==> src/rtl/ex_operand_stage.sv <==
// ex_operand_stage: single-entry pipeline register between decode and the ALU.
// It resolves operand A/B at capture time from the register file, the
// MEM-stage bypass or the WB-stage bypass, and selects the immediate for B
// when requested.
//
// Ports:
//   clk, rst               clock; asynchronous active-high reset
//   in_valid / in_ready    decode handshake (in_ready is combinational)
//   in_cmd                 ALU operation, passed through untouched
//   in_rs1/2_idx/_val      source indices and register-file read data
//   in_imm, in_use_imm     sign-extended immediate and B-operand select
//   in_rd, in_rd_we        destination index and write enable
//   fwd_mem_*, fwd_wb_*    bypass sources (MEM has priority over WB)
//   flush                  drop the held and the incoming instruction
//   out_valid / out_ready  ALU handshake
//   out_cmd/a/b/rd/rd_we   registered operands and destination

package riscv_pkg;
  parameter int unsigned XLEN = 32;

  typedef enum logic [3:0] {
    ALU_ADD  = 4'd0,
    ALU_SUB  = 4'd1,
    ALU_SLL  = 4'd2,
    ALU_SLT  = 4'd3,
    ALU_SLTU = 4'd4,
    ALU_XOR  = 4'd5,
    ALU_SRL  = 4'd6,
    ALU_SRA  = 4'd7,
    ALU_OR   = 4'd8,
    ALU_AND  = 4'd9
  } alu_cmd_t;
endpackage

module ex_operand_stage #(
  parameter int unsigned XLEN = riscv_pkg::XLEN
) (
  input  logic                clk,
  input  logic                rst,
  input  logic                in_valid,
  output logic                in_ready,
  input  riscv_pkg::alu_cmd_t in_cmd,
  input  logic [4:0]          in_rs1_idx,
  input  logic [4:0]          in_rs2_idx,
  input  logic [XLEN-1:0]     in_rs1_val,
  input  logic [XLEN-1:0]     in_rs2_val,
  input  logic [XLEN-1:0]     in_imm,
  input  logic                in_use_imm,
  input  logic [4:0]          in_rd,
  input  logic                in_rd_we,
  input  logic                fwd_mem_we,
  input  logic [4:0]          fwd_mem_rd,
  input  logic [XLEN-1:0]     fwd_mem_data,
  input  logic                fwd_wb_we,
  input  logic [4:0]          fwd_wb_rd,
  input  logic [XLEN-1:0]     fwd_wb_data,
  input  logic                flush,
  output logic                out_valid,
  input  logic                out_ready,
  output riscv_pkg::alu_cmd_t out_cmd,
  output logic [XLEN-1:0]     out_a,
  output logic [XLEN-1:0]     out_b,
  output logic [4:0]          out_rd,
  output logic                out_rd_we
);

  logic                valid_q, valid_d;
  riscv_pkg::alu_cmd_t cmd_q, cmd_d;
  logic [XLEN-1:0]     a_q, a_d;
  logic [XLEN-1:0]     b_q, b_d;
  logic [4:0]          rd_q, rd_d;
  logic                rd_we_q, rd_we_d;

  logic                capture;
  logic [XLEN-1:0]     rs1_res;
  logic [XLEN-1:0]     rs2_res;

  // Stage is free when empty or when the held entry drains on this edge.
  assign in_ready = !valid_q || out_ready;
  assign capture  = in_valid && in_ready && !flush;

  // Bypass resolution; x0 is never forwarded, MEM beats WB.
  always_comb begin
    rs1_res = in_rs1_val;
    if (in_rs1_idx != '0) begin
      if (fwd_mem_we && (fwd_mem_rd == in_rs1_idx)) begin
        rs1_res = fwd_mem_data;
      end else if (fwd_wb_we && (fwd_wb_rd == in_rs1_idx)) begin
        rs1_res = fwd_wb_data;
      end
    end

    rs2_res = in_rs2_val;
    if (in_rs2_idx != '0) begin
      if (fwd_mem_we && (fwd_mem_rd == in_rs2_idx)) begin
        rs2_res = fwd_mem_data;
      end else if (fwd_wb_we && (fwd_wb_rd == in_rs2_idx)) begin
        rs2_res = fwd_wb_data;
      end
    end
  end

  always_comb begin
    valid_d = valid_q;
    cmd_d   = cmd_q;
    a_d     = a_q;
    b_d     = b_q;
    rd_d    = rd_q;
    rd_we_d = rd_we_q;

    // Flush wins over everything; otherwise capture refills, and a drain
    // without refill empties the register.
    if (flush) begin
      valid_d = 1'b0;
    end else if (capture) begin
      valid_d = 1'b1;
    end else if (out_ready) begin
      valid_d = 1'b0;
    end

    // Data only changes on capture; flush leaves stale data behind.
    if (capture) begin
      cmd_d   = in_cmd;
      a_d     = rs1_res;
      b_d     = in_use_imm ? in_imm : rs2_res;
      rd_d    = in_rd;
      rd_we_d = in_rd_we && (in_rd != '0);
    end
  end

  always_ff @(posedge clk or posedge rst) begin
    if (rst) begin
      valid_q <= 1'b0;
      cmd_q   <= riscv_pkg::ALU_ADD;
      a_q     <= '0;
      b_q     <= '0;
      rd_q    <= '0;
      rd_we_q <= 1'b0;
    end else begin
      valid_q <= valid_d;
      cmd_q   <= cmd_d;
      a_q     <= a_d;
      b_q     <= b_d;
      rd_q    <= rd_d;
      rd_we_q <= rd_we_d;
    end
  end

  assign out_valid = valid_q;
  assign out_cmd   = cmd_q;
  assign out_a     = a_q;
  assign out_b     = b_q;
  assign out_rd    = rd_q;
  assign out_rd_we = rd_we_q;

endmodule
==> config.mk <==
export PLATFORM = sky130hd
export DESIGN_NAME = ex_operand_stage
export DESIGN_NICKNAME = d
export VERILOG_FILES = /design/src/rtl/ex_operand_stage.sv
export SDC_FILE = /design/constraint.sdc
export NUM_CORES = 1
export LEC_CHECK = 0
export CORE_MARGIN = 4
export CORE_UTILIZATION = 46
export CTS_CLUSTER_DIAMETER = 150
export DETAILED_ROUTE_END_ITERATION = 8
export PLACE_DENSITY = 0.86
export RECOVER_POWER = 25
export SLEW_MARGIN = 20
export SYNTH_ARGS = -nofsm -noshare
export SYNTH_HDL_FRONTEND = slang
export SYNTH_SLANG_ARGS = --single-unit
==> constraint.sdc <==
create_clock -name clk -period 5.5 [get_ports clk]
set_input_delay 1.1 -clock clk [delete_from_list [all_inputs] [get_ports clk]]
set_output_delay 1.1 -clock clk [all_outputs]
set_load 0.01 [all_outputs]
# --- Word-level counts from Yosys, hierarchy flattened ---
# Index checks and enable logic that the tools add are counted.
word_totals:
  output_inout_bits: 76
  reg_bits: 75
  input_bits: 198
op_classes:
  n_reduce_logical: 14
  n_mux: 10
  n_eq_ne: 4
ops:
  columns: ["cell", "n"]
  rows:
  - ["2-to-1 mux 32 bit", 7]
  - ["== test 5 bit", 4]
  - ["nonzero test 5 bit", 3]
  - ["logical AND 1 bit", 7]
  - ["2-to-1 mux 1 bit", 3]
  - ["nonzero test 3 bit", 1]
  - ["zero test 1 bit", 2]
  - ["logical OR 1 bit", 1]

# --- Depth between registers and ports, before layout ---
logic_depth:
  depth_word: 6
  depth_mapped: 7

# --- Worst setup path before layout ---
# OpenSTA, ideal clock, no wires.
synth_path:
  path_type: "input port to output port"
  startpoint: "input out_ready"
  endpoint: "output in_ready"
  path_slack_ns: 3.046
  t_arrival_ns: 1.354
  path_buffers: 0
  path_stages: 2
  cell_sequence: "nor2b_1 inv_1"
synth_via:
  elab_chain_len: 1
synth_rtl:
  columns: ["element", "line_no", "rtl"]
  rows:
  - ["start, declared", "59", "input logic out_ready,"]
  - ["logical OR 1 bit", "79", "assign in_ready = !valid_q || out_ready;"]
  - ["end, declared", "41", "output logic in_ready,"]
# No other way between the ends.

# --- Final worst setup path ---
layout_path:
  startpoint: "input in_rs1_idx[1]"
  endpoint: "register a_q[22], in the netlist out_a[22]"
layout_via:
  elab_chain_len: 5
  elab_cells_between_ends: 8
layout_rtl:
  columns: ["element", "line_no", "rtl"]
  rows:
  - ["start, declared", "43", "input logic [4:0] in_rs1_idx,"]
  - ["== test 5 bit", "88", "end else if (fwd_wb_we && (fwd_wb_rd == in_rs1_idx)) begin"]
  - ["logical AND 1 bit", "88", null]
  - ["2-to-1 mux 32 bit", "88", null]
  - ["2-to-1 mux 32 bit", "86", "if (fwd_mem_we && (fwd_mem_rd == in_rs1_idx)) begin"]
  - ["2-to-1 mux 32 bit *", "85", "if (in_rs1_idx != '0) begin"]
  - ["end signal, assigned", "135", "a_q <= '0;"]
  - ["end signal, assigned", "142", "a_q <= a_d;"]
  - ["end, declared", "69", "logic [XLEN-1:0] a_q, a_d;"]
# Every way passes the cells marked *; elsewhere a longest branch is shown, timed or not.
# A chain may end at the register's enable or synchronous reset.

==> results.sh <==
export IMPL_grt_pass1_wl_mm=35.42
export IMPL_outcome="finished, violations left"
export IMPL_ir_drop_v=0.0001694
export IMPL_crit_fanout=33
export IMPL_min_period_over_period=0.6561
export IMPL_grt_use_total=0.3068
export IMPL_yosysWarnings=0
export IMPL_synthesis_nets=884
export IMPL_cts_sinks=75
export IMPL_worstHoldStart="out_cmd[0]"
export IMPL_cp_end_kind="flop"
export IMPL_r2r_cells=6
export IMPL_r2r_start="out_valid"
export IMPL_ios=274
export IMPL_total_power_mw=1.993
export IMPL_htree_levels=3
export IMPL_fp_dieH_um=120.8
export IMPL_ys_seq_elements=75
export IMPL_whs_endpoint="out_cmd[0]"
export IMPL_placed_cells=1057
export IMPL_final_antenna_net_count=0
export IMPL_synth_area_per_cell_um2=8.529
export IMPL_synthToLayoutAreaGrowth_pct=50.45
export IMPL_io_buffers=273
export IMPL_postCtsHoldBufs=0
export IMPL_cts_resized_gates=0
export IMPL_fp_coreArea_um2=12210
export IMPL_dr_pass1_iters=8
export IMPL_switching_power_uw=608.8
export IMPL_drt_iter0_markers=832
export IMPL_rsz0062_at_grt="no"
export IMPL_place_congestion=0.9407
export IMPL_ff_latch_area_um2=1877
export IMPL_grt_max_degree=71
export IMPL_viasPerCell=6.187
export IMPL_cts_tree="built"
export IMPL_tightest_slew_ns=1.513
export IMPL_maxSlewHeadroom=-0.009643
export IMPL_cts_buffers=9
export IMPL_fmaxAchievable_ghz=0.2771
export IMPL_hp_class="reg -> reg"
export IMPL_setup_tns_ns=0
export IMPL_hold_viol_final=0
export IMPL_fin_cells=1074
export IMPL_p_per_area_nw_per_um2=226.5
export IMPL_cp_required_ns=5.76
export IMPL_synth_cell_type_count=38
export IMPL_maxCapViolCount=1
export IMPL_power_share_clock=0.280
export IMPL_synth_cell_area_um2=5851
export IMPL_final_area_um2=8802
export IMPL_synthTopCellsByCount="dfrtp_1 (75), nand2_1 (65), clkbuf_1 (59)"
export IMPL_place_ws_ns=1.568
export IMPL_p_sw_frac=0.3054
export IMPL_yosysTopAreaCellShare=0.3208
export IMPL_yosysMostFrequentCell="dfrtp_1"
export IMPL_cts_max_path_buffers=2
export IMPL_synth_top_area_cell="dfrtp_1"
export IMPL_cts_setup_buffers=0
export IMPL_insertion_delay_ns=0.33
export IMPL_postSynth_asyncResetShare=1.000
export IMPL_antenna_found_initial=0
export IMPL_fp_dieW_um=120.8
export IMPL_syn_inst=686
export IMPL_vias=6645
export IMPL_start_util=0.4791
export IMPL_wl_mm=23.21
export IMPL_synth_edf_count=0
export IMPL_routedWlPerCell_um=21.61
export IMPL_critPathKind="in -> reg"
export IMPL_slew_violations=40
export IMPL_period_needed_ns=3.609
export IMPL_clkTransAtPathRegs_ns=0.06
export IMPL_multi_input_area_um2=3583
export IMPL_clockRootBuffer="clkbuf_16"
export IMPL_drive_above_1_share=0.07514
export IMPL_ys_top_cells_by_area="dfrtp_1 (32%), a2111oi_2 (7.4%), o311a_1 (5.5%), nand3b_1 (4.2%), nand2_1 (4.2%)"
export IMPL_placementRows=40
export IMPL_setup_viol=0
export IMPL_violations="max-capacitance violations, max-slew violations"
export IMPL_grt_overflow_total=0
export IMPL_critPathArrivalTime_ns=3.87
export IMPL_fin_skew_ns=0.006382
export IMPL_grt_pass1_vias=6331
export IMPL_power_leakage_nw=2.899
export IMPL_nNetsFinal=1099
export IMPL_comb_power_share=0.373
export IMPL_ys_seq_area_frac=0.3208
export IMPL_die_area_um2=14590
export IMPL_worstHoldPathCells=2
export IMPL_r2r_end="out_a[22]"
export IMPL_fillers=942
export IMPL_ff2ff_setup_slack_ns=3.27
export IMPL_power_internal_mw=1.385
export IMPL_place_area_um2=8498
export IMPL_synthFlopType="dfrtp_1"
export IMPL_fin_ws_ns=1.891
export IMPL_cp_start_kind="input pin"
export IMPL_drc=0
export IMPL_power_frac_seq=0.347
export IMPL_hpwl_mm=17.77
[registers in the layout, indices dropped and copies added (netlist names)]
signal,cells
out_a,32
out_b,32
out_rd,5
out_cmd,4
out_rd_we,1
out_valid,1
[kinds of logic after synthesis]
kind of cell    synth area share
simple gates              0.2299
flops                     0.3208
buf+inv                  0.07143
xor+xnor                 0.03122
compound gates            0.3467
[final cells by class]
type	instances	share of cell area
sequential	75	0.2132
antenna	1	0.0002843
multi-input combinational	526	0.4071
clock inverter	2	0.001137
clock buffer	13	0.03070
inverter	2	0.0008529
timing repair buffer	287	0.3228
tap	168	0.02388
[worst max-delay path, cell delays in order]
cell and delay, ns:
clkdlybuf4s50_1 0.50, xnor2_1 0.25, and2_2 0.83, nand2_1 0.21, a21oi_4 0.72, o311a_1 0.24
[per-stage QoR]
step	util	hold slack (ns)
2_1_floorplan	-	0.5115
3_3_place_gp	0.6955	0.4579
3_5_place_dp	0.6959	0.4666
4_1_cts	0.7189	0.4805
5_1_grt	0.7206	0.4984
6_report	0.7208	0.4761
[cells in the final DEF, fill, tap and decap left out, drive strengths merged]
cell type      count
nor2b              1
nand4              4
o21ai             66
nand2b            32
o22ai             32
dlygate4sd3       14
or4                2
o211ai            32
and2               3
nor3b              1
nand3             32
a2111oi           32
a31oi             32
clkdlybuf4s50    259
nor2               6
and4               2
clkinv             2
o311a             32
diode              1
dfrtp             75
or2                1
or3               32
xnor2             20
buf               14
a21oi              1
clkbuf            13
a21boi            32
nor3              33
inv                2
nand2             65
nand3b            33
[power groups by stage]
stage	Clock [mW]	Sequential, mW	Combinational (mW)
after floorplan	0	0.740	0.284
after global placement	0	0.698	0.725
after detailed placement	0	0.701	0.740
after CTS	0.560	0.693	0.743
after global routing	0.587	0.702	0.792
final	0.557	0.692	0.744
[worst max-delay path by stage]
stage | start | end | slack (ns) | depth (start not counted)
after floorplan | rst | out_a[0] | 2.49 | 1
after global placement | in_rs2_idx[2] | out_b[21] | 1.61 | 6
after detailed placement | in_rs2_idx[0] | out_b[17] | 1.57 | 7
after CTS | in_rs2_idx[0] | out_b[17] | 1.91 | 7
after global routing | in_rs1_idx[1] | out_a[26] | 1.71 | 6
final | in_rs1_idx[1] | out_a[22] | 1.89 | 6
[per-layer routing]
layer,up-vias,share of wire,global-route usage
li1,3057,-,-
met1,3094,0.43,0.4347
met2,423,0.44,0.4530
met3,71,0.093,0.06034
met4,0,0.044,0.1367
met5,-,0,0
(Power assumes the default switching activity.)
